--- src/rtl/dct8_pkg.sv ---
// Shared constants for the 8-point DCT/IDCT engine: frame size, mode
// encoding, sequencer states and the cosine coefficient generator.
package dct8_pkg;

    localparam int N           = 8;
    localparam int COEFF_W_DEF = 16;
    localparam int RND_SHIFT   = COEFF_W_DEF - 2;

    localparam logic MODE_DCT  = 1'b0;
    localparam logic MODE_IDCT = 1'b1;

    typedef enum logic {
        SEQ_IDLE = 1'b0,
        SEQ_RUN  = 1'b1
    } seq_state_e;

    // sqrt(1/8) in Q1.30, used for every n of row 0
    localparam longint DC_Q30 = 64'sd379625062;

    // 0.5*cos(m*pi/16) in Q1.30 for m = 0..8
    function automatic longint half_cos_q30(input int m);
        longint v;
        case (m)
            0:       v = 64'sd536870912;
            1:       v = 64'sd526555088;
            2:       v = 64'sd496004047;
            3:       v = 64'sd446391848;
            4:       v = 64'sd379625062;
            5:       v = 64'sd298269500;
            6:       v = 64'sd205451611;
            7:       v = 64'sd104738318;
            default: v = 64'sd0;
        endcase
        return v;
    endfunction

    // Fractional bits of a coefficient of the given width (Q1.(w-2))
    function automatic int rnd_shift(input int coeff_w);
        return coeff_w - 2;
    endfunction

    // C[k][n] rounded to Q1.(coeff_w-2); the angle (2n+1)k*pi/16 is folded
    // into the first quadrant and the sign re-applied afterwards.
    function automatic int coeff_val(input int k, input int n, input int coeff_w);
        int     m;
        int     sh;
        logic   neg;
        longint mag;
        m   = ((2 * n + 1) * k) % 32;
        neg = 1'b0;
        if (m > 16) begin
            m = 32 - m;
        end
        if (m > 8) begin
            neg = 1'b1;
            m   = 16 - m;
        end
        if (k == 0) begin
            mag = DC_Q30;
        end else begin
            mag = half_cos_q30(m);
        end
        sh  = 30 - rnd_shift(coeff_w);
        mag = (mag + (64'sd1 <<< (sh - 1))) >>> sh;
        return neg ? -int'(mag) : int'(mag);
    endfunction

endpackage

--- src/rtl/dct_idct_8pt_pipeline_if.sv ---
// Sample-in / coefficient-out bus of the DCT/IDCT engine.
interface dct_idct_8pt_pipeline_if #(
    parameter int DATA_W = 12,
    parameter int OUT_W  = 18
);
    logic signed [DATA_W-1:0] sample_in;
    logic                     valid_in;
    logic                     mode;
    logic [2:0]               index;
    logic signed [OUT_W-1:0]  coeff_out;
    logic                     valid_out;
    logic [2:0]               index_out;

    modport master (
        output sample_in, valid_in, mode, index,
        input  coeff_out, valid_out, index_out
    );

    modport slave (
        input  sample_in, valid_in, mode, index,
        output coeff_out, valid_out, index_out
    );
endinterface

--- src/rtl/dct8_dot8.sv ---
// 3-stage pipelined 8-term dot product: multiply, adder tree with rounding
// offset, then shift and saturate into the output register. Valid and
// index travel alongside the data.
module dct8_dot8 #(
    parameter int DATA_W  = 12,
    parameter int COEFF_W = 16,
    parameter int OUT_W   = 18
) (
    input  logic                      clk,
    input  logic                      rst,
    input  logic                      in_valid,
    input  logic [2:0]                in_index,
    input  logic signed [DATA_W-1:0]  x [8],
    input  logic signed [COEFF_W-1:0] c [8],
    output logic                      out_valid,
    output logic [2:0]                out_index,
    output logic signed [OUT_W-1:0]   out_value
);
    import dct8_pkg::*;

    localparam int PROD_W = DATA_W + COEFF_W;
    localparam int ACC_W  = PROD_W + 3;
    localparam int SHIFT  = rnd_shift(COEFF_W);

    localparam logic signed [ACC_W-1:0] RND =
        $signed({{(ACC_W-1){1'b0}}, 1'b1} << (COEFF_W - 3));
    localparam logic signed [ACC_W-1:0] OUT_MAX =
        $signed({{(ACC_W-OUT_W+1){1'b0}}, {(OUT_W-1){1'b1}}});
    localparam logic signed [ACC_W-1:0] OUT_MIN = ~OUT_MAX;

    logic signed [PROD_W-1:0] prod_r [N];
    logic                     v1_r;
    logic [2:0]               i1_r;
    logic signed [ACC_W-1:0]  sum_s;
    logic signed [ACC_W-1:0]  sum_r;
    logic                     v2_r;
    logic [2:0]               i2_r;
    logic signed [ACC_W-1:0]  shifted_s;
    logic signed [OUT_W-1:0]  sat_s;

    // Stage 1: eight signed products
    always_ff @(posedge clk or negedge rst) begin
        if (!rst) begin
            for (int m = 0; m < N; m++) prod_r[m] <= '0;
            v1_r <= 1'b0;
            i1_r <= 3'd0;
        end else begin
            for (int m = 0; m < N; m++) prod_r[m] <= x[m] * c[m];
            v1_r <= in_valid;
            i1_r <= in_index;
        end
    end

    // Adder tree over sign-extended products plus the half-LSB rounding offset
    always_comb begin
        sum_s = RND;
        for (int m = 0; m < N; m++) begin
            sum_s = sum_s + ACC_W'(prod_r[m]);
        end
    end

    // Stage 2: register the rounded sum
    always_ff @(posedge clk or negedge rst) begin
        if (!rst) begin
            sum_r <= '0;
            v2_r  <= 1'b0;
            i2_r  <= 3'd0;
        end else begin
            sum_r <= sum_s;
            v2_r  <= v1_r;
            i2_r  <= i1_r;
        end
    end

    // Drop the fractional bits and clamp to the signed output range
    always_comb begin
        shifted_s = sum_r >>> SHIFT;
        if (shifted_s > OUT_MAX) begin
            sat_s = OUT_MAX[OUT_W-1:0];
        end else if (shifted_s < OUT_MIN) begin
            sat_s = OUT_MIN[OUT_W-1:0];
        end else begin
            sat_s = shifted_s[OUT_W-1:0];
        end
    end

    // Stage 3: output register; the value only moves on valid results
    always_ff @(posedge clk or negedge rst) begin
        if (!rst) begin
            out_valid <= 1'b0;
            out_index <= 3'd0;
            out_value <= '0;
        end else begin
            out_valid <= v2_r;
            if (v2_r) begin
                out_index <= i2_r;
                out_value <= sat_s;
            end
        end
    end

endmodule

--- src/rtl/dct_idct_8pt_pipeline.sv ---
// Streaming 8-point DCT-II / DCT-III engine: indexed capture buffer, frame
// snapshot on the index-7 sample, output sequencer and coefficient select
// feeding the pipelined dot-product unit.
module dct_idct_8pt_pipeline #(
    parameter int DATA_W  = 12,
    parameter int COEFF_W = 16,
    parameter int OUT_W   = 18
) (
    input  logic                    clk,
    input  logic                    rst,
    dct_idct_8pt_pipeline_if.slave  bus
);
    import dct8_pkg::*;

    logic signed [DATA_W-1:0]  buffer_r  [N];
    logic signed [DATA_W-1:0]  working_r [N];
    logic                      work_mode_r;
    seq_state_e                state_r;
    seq_state_e                state_s;
    logic [2:0]                seq_idx_r;
    logic [2:0]                seq_idx_s;
    logic                      issue_s;
    logic                      frame_close_s;
    logic signed [COEFF_W-1:0] coeff_tab [N][N];
    logic signed [COEFF_W-1:0] coeff_sel_s [N];

    assign frame_close_s = bus.valid_in && (bus.index == 3'd7);

    for (genvar gk = 0; gk < N; gk++) begin : g_row
        for (genvar gn = 0; gn < N; gn++) begin : g_col
            assign coeff_tab[gk][gn] = COEFF_W'(coeff_val(gk, gn, COEFF_W));
        end
    end

    // Capture buffer: any accepted sample lands in its slot
    always_ff @(posedge clk or negedge rst) begin
        if (!rst) begin
            for (int m = 0; m < N; m++) buffer_r[m] <= '0;
        end else if (bus.valid_in) begin
            buffer_r[bus.index] <= bus.sample_in;
        end
    end

    // Snapshot the full frame (including the closing sample) and its mode
    always_ff @(posedge clk or negedge rst) begin
        if (!rst) begin
            for (int m = 0; m < N; m++) working_r[m] <= '0;
            work_mode_r <= MODE_DCT;
        end else if (frame_close_s) begin
            for (int m = 0; m < N - 1; m++) working_r[m] <= buffer_r[m];
            working_r[N-1] <= bus.sample_in;
            work_mode_r    <= bus.mode;
        end
    end

    // Sequencer state register
    always_ff @(posedge clk or negedge rst) begin
        if (!rst) begin
            state_r   <= SEQ_IDLE;
            seq_idx_r <= 3'd0;
        end else begin
            state_r   <= state_s;
            seq_idx_r <= seq_idx_s;
        end
    end

    // Sequencer: issue one output per cycle; a new frame restarts at 0
    always_comb begin
        state_s   = state_r;
        seq_idx_s = seq_idx_r;
        issue_s   = 1'b0;
        case (state_r)
            SEQ_IDLE: begin
                if (frame_close_s) begin
                    state_s   = SEQ_RUN;
                    seq_idx_s = 3'd0;
                end else begin
                    state_s   = SEQ_IDLE;
                end
            end
            SEQ_RUN: begin
                issue_s = 1'b1;
                if (frame_close_s) begin
                    seq_idx_s = 3'd0;
                end else if (seq_idx_r == 3'd7) begin
                    state_s   = SEQ_IDLE;
                    seq_idx_s = 3'd0;
                end else begin
                    seq_idx_s = seq_idx_r + 3'd1;
                end
            end
            default: begin
                state_s   = SEQ_IDLE;
                seq_idx_s = 3'd0;
            end
        endcase
    end

    // Coefficient select: row j for DCT, column j (transpose) for IDCT
    always_comb begin
        for (int m = 0; m < N; m++) begin
            coeff_sel_s[m] = (work_mode_r == MODE_DCT) ? coeff_tab[seq_idx_r][m]
                                                       : coeff_tab[m][seq_idx_r];
        end
    end

    dct8_dot8 #(
        .DATA_W  (DATA_W),
        .COEFF_W (COEFF_W),
        .OUT_W   (OUT_W)
    ) u_dot8 (
        .clk       (clk),
        .rst       (rst),
        .in_valid  (issue_s),
        .in_index  (seq_idx_r),
        .x         (working_r),
        .c         (coeff_sel_s),
        .out_valid (bus.valid_out),
        .out_index (bus.index_out),
        .out_value (bus.coeff_out)
    );

endmodule

--- src/flat_wrapper.sv ---
// flat-port wrapper written by rule: the top's interface ports become plain ports
module dct_idct_8pt_pipeline_flat import dct8_pkg::*;
#(
    parameter int DATA_W  = 12,
    parameter int COEFF_W = 16,
    parameter int OUT_W   = 18
)
  (clk, rst, bus_sample_in, bus_valid_in, bus_mode, bus_index, bus_coeff_out, bus_valid_out, bus_index_out);
  dct_idct_8pt_pipeline_if #(.DATA_W(DATA_W), .OUT_W(OUT_W)) bus_i ();
  input  logic clk;
  input  logic rst;
  input wire logic [$bits(bus_i.sample_in)-1:0] bus_sample_in;
  input wire logic [$bits(bus_i.valid_in)-1:0] bus_valid_in;
  input wire logic [$bits(bus_i.mode)-1:0] bus_mode;
  input wire logic [$bits(bus_i.index)-1:0] bus_index;
  output wire logic [$bits(bus_i.coeff_out)-1:0] bus_coeff_out;
  output wire logic [$bits(bus_i.valid_out)-1:0] bus_valid_out;
  output wire logic [$bits(bus_i.index_out)-1:0] bus_index_out;
  assign bus_i.sample_in = bus_sample_in;
  assign bus_i.valid_in = bus_valid_in;
  assign bus_i.mode = bus_mode;
  assign bus_i.index = bus_index;
  assign bus_coeff_out = bus_i.coeff_out;
  assign bus_valid_out = bus_i.valid_out;
  assign bus_index_out = bus_i.index_out;
  dct_idct_8pt_pipeline #(.DATA_W(DATA_W), .COEFF_W(COEFF_W), .OUT_W(OUT_W)) u_core (.clk(clk), .rst(rst), .bus(bus_i));
endmodule
--- config.mk ---
export PLATFORM = sky130hd
export DESIGN_NAME = dct_idct_8pt_pipeline_flat
export DESIGN_NICKNAME = d
export VERILOG_FILES = /design/src/rtl/dct8_pkg.sv /design/src/rtl/dct_idct_8pt_pipeline_if.sv /design/src/rtl/dct8_dot8.sv /design/src/rtl/dct_idct_8pt_pipeline.sv /design/src/flat_wrapper.sv
export SDC_FILE = /design/constraint.sdc
export NUM_CORES = 2
export LEC_CHECK = 0
export BUFFER_PORTS_ARGS = -buffer_cell sky130_fd_sc_hd__clkbuf_2
export CELL_PAD_IN_SITES_DETAIL_PLACEMENT = 0
export CELL_PAD_IN_SITES_GLOBAL_PLACEMENT = 1
export CORE_MARGIN = 3
export CORE_UTILIZATION = 35
export CTS_CLUSTER_SIZE = 14
export DETAILED_ROUTE_END_ITERATION = 8
export GPL_ROUTABILITY_DRIVEN = 0
export GPL_TIMING_DRIVEN = 0
export PLACE_DENSITY = 0.69
export SLEW_MARGIN = 20
export SYNTH_ARGS = -nofsm -noshare
export SYNTH_HDL_FRONTEND = slang
export SYNTH_SLANG_ARGS = --single-unit
--- constraint.sdc ---
create_clock -name clk -period 8.4 [get_ports clk]
set_input_delay 0 -clock clk [delete_from_list [all_inputs] [get_ports clk]]
set_output_delay 0 -clock clk [all_outputs]
set_load 0.02 [all_outputs]
Yosys cells after proc, flatten, opt, wreduce, memory -nomap -nowiden

Memory sizes are Yosys's and may differ from the RTL's.
Index checks and enable logic that the tools add are counted.

Bitwise gates (word level): 3
Reduce and logical (&&, ||, !) cells: 2
$lt $le $gt $ge: 5
Eq/ne operators: 3
Add/subtract/negate cells: 9
$mul: 8
Multiplexer cells: 40

Operators with widths:

| cell                     | count |
|---|---|
| $mux W16                 | 24 |
| $mux W128                | 2 |
| $mul A12 B16 Y28         | 8 |
| $add A31 B28 Y31         | 5 |
| $bwmux W96               | 1 |
| $demux W12 S3            | 1 |
| $mux W18                 | 2 |
| $add A30 B28 Y31         | 1 |
| $add A29 B28 Y30         | 1 |
| $add A15 B28 Y29 const A | 1 |
| $gt A17 B18 Y1 const B   | 1 |
| $lt A17 B18 Y1 const B   | 1 |
| $mux W12                 | 1 |
| $mux W3                  | 3 |
| $ge A4 B4 Y1 const B     | 2 |
| $not A3 Y4               | 2 |
| $eq A3 B3 Y1 const B     | 2 |
| $pmux W3 S2              | 1 |
| $lt A4 B1 Y1 const B     | 1 |
| $mux W1                  | 4 |
| $add A3 B1 Y3 const B    | 1 |
| $logic_and A1 B1 Y1      | 2 |
| $ne A2 B1 Y1 const B     | 1 |
| $pmux W1 S2              | 1 |
| $not A1 Y1               | 1 |

Memories kept: 9
Bits in read-only memories: 2048
Register bits after elaboration: 482

Memories:

| name            | depth | width | rd ports | clocked after memory_dff | write ports | RTL line                     | RTL |
|---|---|---|---|---|---|---|---|
| (no name shown) | 8     | 128   | 1        | 0                        | 0           | dct_idct_8pt_pipeline.sv:102 | `coeff_sel_s[m] = (work_mode_r == MODE_DCT) ? coeff_tab[seq_idx_r][m]` |
| (no name shown) | 8     | 16    | 1        | 0                        | 0           | dct_idct_8pt_pipeline.sv:103 | `: coeff_tab[m][seq_idx_r];` |
| (no name shown) | 8     | 16    | 1        | 0                        | 0           | dct_idct_8pt_pipeline.sv:103 |  |
| (no name shown) | 8     | 16    | 1        | 0                        | 0           | dct_idct_8pt_pipeline.sv:103 |  |
| (no name shown) | 8     | 16    | 1        | 0                        | 0           | dct_idct_8pt_pipeline.sv:103 |  |
| (no name shown) | 8     | 16    | 1        | 0                        | 0           | dct_idct_8pt_pipeline.sv:103 |  |
| 3 more memories | -     | -     | -        | -                        | -           | -                            |  |

Longest topological paths before layout

Depth in word-level cells: 8
Depth in mapped cells: 30
Gate-level depth less buffers: 27

By module

Synthesis repeated with hierarchy kept, for this count alone.

Cells, all modules: 7928
Area total of the unflattened synthesis: 75451.1 sq um

By module, submodules not included:

| module                | area each (sq um) | times used | cells an instance |
|---|---|---|---|
| dct8_dot8             | 66811.6           | 1          | 7022 |
| dct_idct_8pt_pipeline | 8639.5            | 1          | 906 |

Least setup slack after synthesis

Ideal clock, no wire load.

Kind: reg-to-reg
From: register u_core.seq_idx_r[1]
To: register u_core.u_dot8.prod_r[80] in the netlist's numbering
Data required time: 8261 ps
Arrival: 6957 ps
Stages on the path, launching flop included: 28
Setup slack: 1304 ps
Period minus slack after synthesis: 7096 ps
Path through: dfrtp_1 clkbuf_1 inv_1 ha_1 clkbuf_1 and2_1 nor3_1 a21oi_1 clkbuf_1 nand2_1 fa_1 fa_1 inv_1 fa_1 fa_1 inv_1 fa_1 inv_1 ha_1 and3_1 nand4_1 nand2_1 a41oi_2 a311oi_2 o221ai_2 a31oi_2 and4b_1 or4_1

Word-level cells in the longest chain between the ends: 6
Elaborated cells on any way between the ends: 9
Classes of those cells: mul: 1; mux: 5; bitwise: 1; memory: 2

RTL lines:

| what                                               | RTL line                                                   | RTL |
|---|---|---|
| start, declared                                    | dct_idct_8pt_pipeline.sv:20                                | `logic [2:0] seq_idx_r;` |
| start signal, assigned                             | dct_idct_8pt_pipeline.sv:63                                | `seq_idx_r <= seq_idx_s;` |
| $not A3 Y4 (implied by the code) *                 | dct_idct_8pt_pipeline.sv:102, dct_idct_8pt_pipeline.sv:103 |  |
| $mem_v2 Z8 W128 or $mem_v2 Z8 W16 (tied branches)  | -                                                          |  |
| $mux W128 or $mux W16 (tied branches) (2 in a row) | -                                                          |  |
| $mux W16 *                                         | dct_idct_8pt_pipeline.sv:102                               |  |
| $mul A12 B16 Y28 *                                 | dct8_dot8.sv:48                                            | `for (int m = 0; m < N; m++) prod_r[m] <= x[m] * c[m];` |
| end, declared                                      | dct8_dot8.sv:31                                            | `logic signed [PROD_W-1:0] prod_r [N];` |

Every way passes the cells marked *; elsewhere a longest branch is shown, timed or not. The select of a mux whose other input is x is not followed.
A chain may end at the register's enable or synchronous reset.

Final worst setup path

From: register u_core.work_mode_r
To: register u_core.u_dot8.prod_r[195] in the netlist's numbering

Word-level cells in the longest chain between the ends: 2

RTL lines:

| what                   | RTL line                     | RTL |
|---|---|---|
| start, declared        | dct_idct_8pt_pipeline.sv:17  | `logic work_mode_r;` |
| start signal, assigned | dct_idct_8pt_pipeline.sv:52  | `work_mode_r <= bus.mode;` |
| $mux W16               | dct_idct_8pt_pipeline.sv:102 |  |
| $mul A12 B16 Y28       | dct8_dot8.sv:48              |  |

Every way passes these cells.

==> results.toml <==
[synth]
synthMostInstantiatedCell = "inv_1"
netlist_area_mm2 = 0.0712
seq_area_frac_synth_pct = 16.0
synth_cells = 7503
synth_common_cells = "inv_1, fa_1, nand2_1, ha_1, and2_1"
synth_seq_cells = 456
avgSynthCellArea_um2 = 9.49
synth_ff_type = "dfrtp_1"
synth_edf_count = 0
yosysTopAreaCellShare_pct = 40.3
yosysWarningCount = 0
synth_area_leaders = "fa_1, dfrtp_1, ha_1"
yosys.area.top_type = "fa_1"
yosysUniqueCellTypes = 84
syn_nets = 9506
synth-async-reset-ratio_pct = 100

[layout]
fin_nets = 9626
drive_gt1_share_pct = 5.60
fin_area_mm2 = 0.0777
post-route-util_pct = 38.7
n_fill_cell = 20324
syn2layout_area_growth_pct = 9.16
stdcell_count = 10334

[die]
core_area_mm2 = 0.201
io_pins = 41
fp.dieH_um = 457
initial_core_util_pct = 35.4
die_area_mm2 = 0.209
die_x_um = 457
num_rows = 164

[sta]
slew_headroom_pct = 21.8
worst_slew_pin_slew_ns = 1.17
fmax_mhz = 122
finClkSkew_ns = 0.0625
final_hold_viol_count = 0
finalCritPeriodShare_pct = 97.4
min_period_ns = 8.18
finalWorstSetupSlack_ns = 0.219
setup_viol = 0
grt_setup_unrepaired = "no"
finalMaxSlewViolations = 0

[flow_run]
drv_cap = 0

[worst_setup_path]
worstSetupStartpoint = "u_core.work_mode_r"
cp_data_required_time_ns = 8.99
critical_path_class = "reg2reg"
rr_worst_depth = 24
arrival_ns = 8.78
r2r_start = "u_core.work_mode_r"
critical_path.max_fanout = 10
timing.rr.end = "u_core.u_dot8.prod_r[195]"
reg2reg_slack_ns = 0.22
endpoint_kind = "register"
start_kind = "register"

[grt]
grt_pass1_wl_um = 337000
grt_util_all_layers_pct = 21.2
grt_pass1_vias = 53843
antenna_found_initial = 17
overflow = 0
grt_max_degree = 88

[placed_design]
dp_hpwl_um = 180000
dp.cells = 10203
dpl-instance-area_mm2 = 0.0749
place_worst_setup_slack_ns = -1.46
io_buffers = 38

[clocking]
cts_tree = "yes"
numCtsBuffers = 58
htreeDepth = 2
worstSkewPairLatency_ns = 0.70
cts_max_path_buffers = 3
cts.sink_count = 456
cts.clk_slew.worst_paths_ns = 0.06
cts_root_buf = "clkbuf_16"

[route]
drt_iter0_drc = 3481
first_pass_iters = 6
wire_per_inst_um = 20.8
final_antenna_net_count = 0
wl_um = 215000
vias = 50587
route.detailed.drc = 0
viasPerCell = 4.90

[hold_path]
hold_depth = 3
hp-class = "in2reg"
hold_end = "u_core.working_r[11]"
hold_path.startpoint = "bus_sample_in[11]"

[run_status]
status = "finished, final reports clean"
registers in the layout, indices dropped and copies added, names as in the netlist:
name	flops
u_core.working_r	96
u_core.buffer_r	84
u_core.u_dot8.prod_r	224
u_core.u_dot8.v2_r	1
u_core.u_dot8.i2_r	3
u_core.u_dot8.out_index	3
u_core.work_mode_r	1
u_core.u_dot8.out_valid	1
u_core.seq_idx_r	3
u_core.u_dot8.v1_r	1
u_core.state_r	1
u_core.u_dot8.sum_r	17
u_core.u_dot8.out_value	18
u_core.u_dot8.i1_r	3
how the worst max path moves through the flow:
stage / depth (start not counted) / to
after detailed placement: 28 / u_core.u_dot8.prod_r[139]
after CTS: 25 / u_core.u_dot8.prod_r[53]
after floorplan: 27 / u_core.u_dot8.prod_r[80]
final: 24 / u_core.u_dot8.prod_r[195]
after global routing: 24 / u_core.u_dot8.prod_r[53]
after global placement: 1 / u_core.u_dot8.prod_r[111]
routing by layer:
metal	GRT usage, %	vias to the layer above	wire [um]
li1	-	22508	-
met1	29.8	26248	94800
met2	33.3	1503	97200
met3	3.52	322	14700
met4	7.22	6	8390
met5	0	-	34
critical path, cell delays in order, from the launching register on:
cell and delay, ns:
dfrtp_1 0.41, clkinv_1 0.18, clkbuf_1 0.75, nand2_1 0.41, o21ai_1 0.66, clkbuf_2 0.40, nand2_1 0.13, fa_1 0.57
inv_1 0.05, ha_1 0.19, fa_1 0.48, inv_1 0.05, fa_1 0.48, fa_1 0.49, inv_1 0.04, ha_1 0.30
nor2b_1 0.14, o21a_1 0.17, o21ai_0 0.38, a21oi_1 0.25, o221ai_1 0.43, o221ai_1 0.27, o41ai_2 0.41, o21ai_0 0.19
xnor2_1 0.21
placed cells by master (no fill, tap or decap), drive strengths merged, types with 40 or more instances in the layout:
cell type	count
mux2	105
a21oi	183
xnor2	155
nand2	1160
nand3	40
and2	473
fa	1435
dfrtp	456
ha	549
o21ai	126
a21o	77
nor2	221
clkbuf	365
inv	1785
what timing repair did:
action	CTS	global route
pin swaps	3	3
endpoints found under the setup margin	104	48
endpoints found under the hold margin	127	0
setup buffers	3	3
resized for setup	72	139
hold buffers	17	0
metrics by stage:
stage / TNS, ns / hold WS (ns)
2_1_floorplan: 0 / -0.296
3_3_place_gp: -1625.70 / 0.345
3_5_place_dp: -55.35 / -0.0713
4_1_cts: 0 / 0.0110
5_1_grt: 0 / 0.0535
6_report: 0 / 0.0268
area by class of cell:
cell class	instances	area, um^2	area share, %
well taps	2656	3320	4.27
plain buffers	273	1120	1.44
diodes	6	15.0	0.0193
clock inverters	39	599	0.771
multi-input cells	4983	52400	67.5
flip-flops and latches	456	11400	14.7
repair buffers	67	589	0.758
clock buffers	70	1550	1.99
inverters	1784	6700	8.62
cell families (layout without fill, tap and decap cells):
logic type | after synthesis | count (layout) | synth area share [%]
multiplexers | 113 | 113 | 1.77
XOR/XNOR | 194 | 194 | 2.39
AND/OR/NAND/NOR | 2096 | 2096 | 13.5
flip-flops | 456 | 456 | 16.0
other | 0 | 6 | 0
AO/OA/AOI/OAI | 596 | 596 | 5.46
adder cells (fa/ha/maj) | 1984 | 1984 | 50.0
buffers and inverters | 2064 | 2233 | 10.9
Power is left out: the tool's default activity adds up to more than one toggle a clock period on the data nets, which glitch-free logic cannot reach.
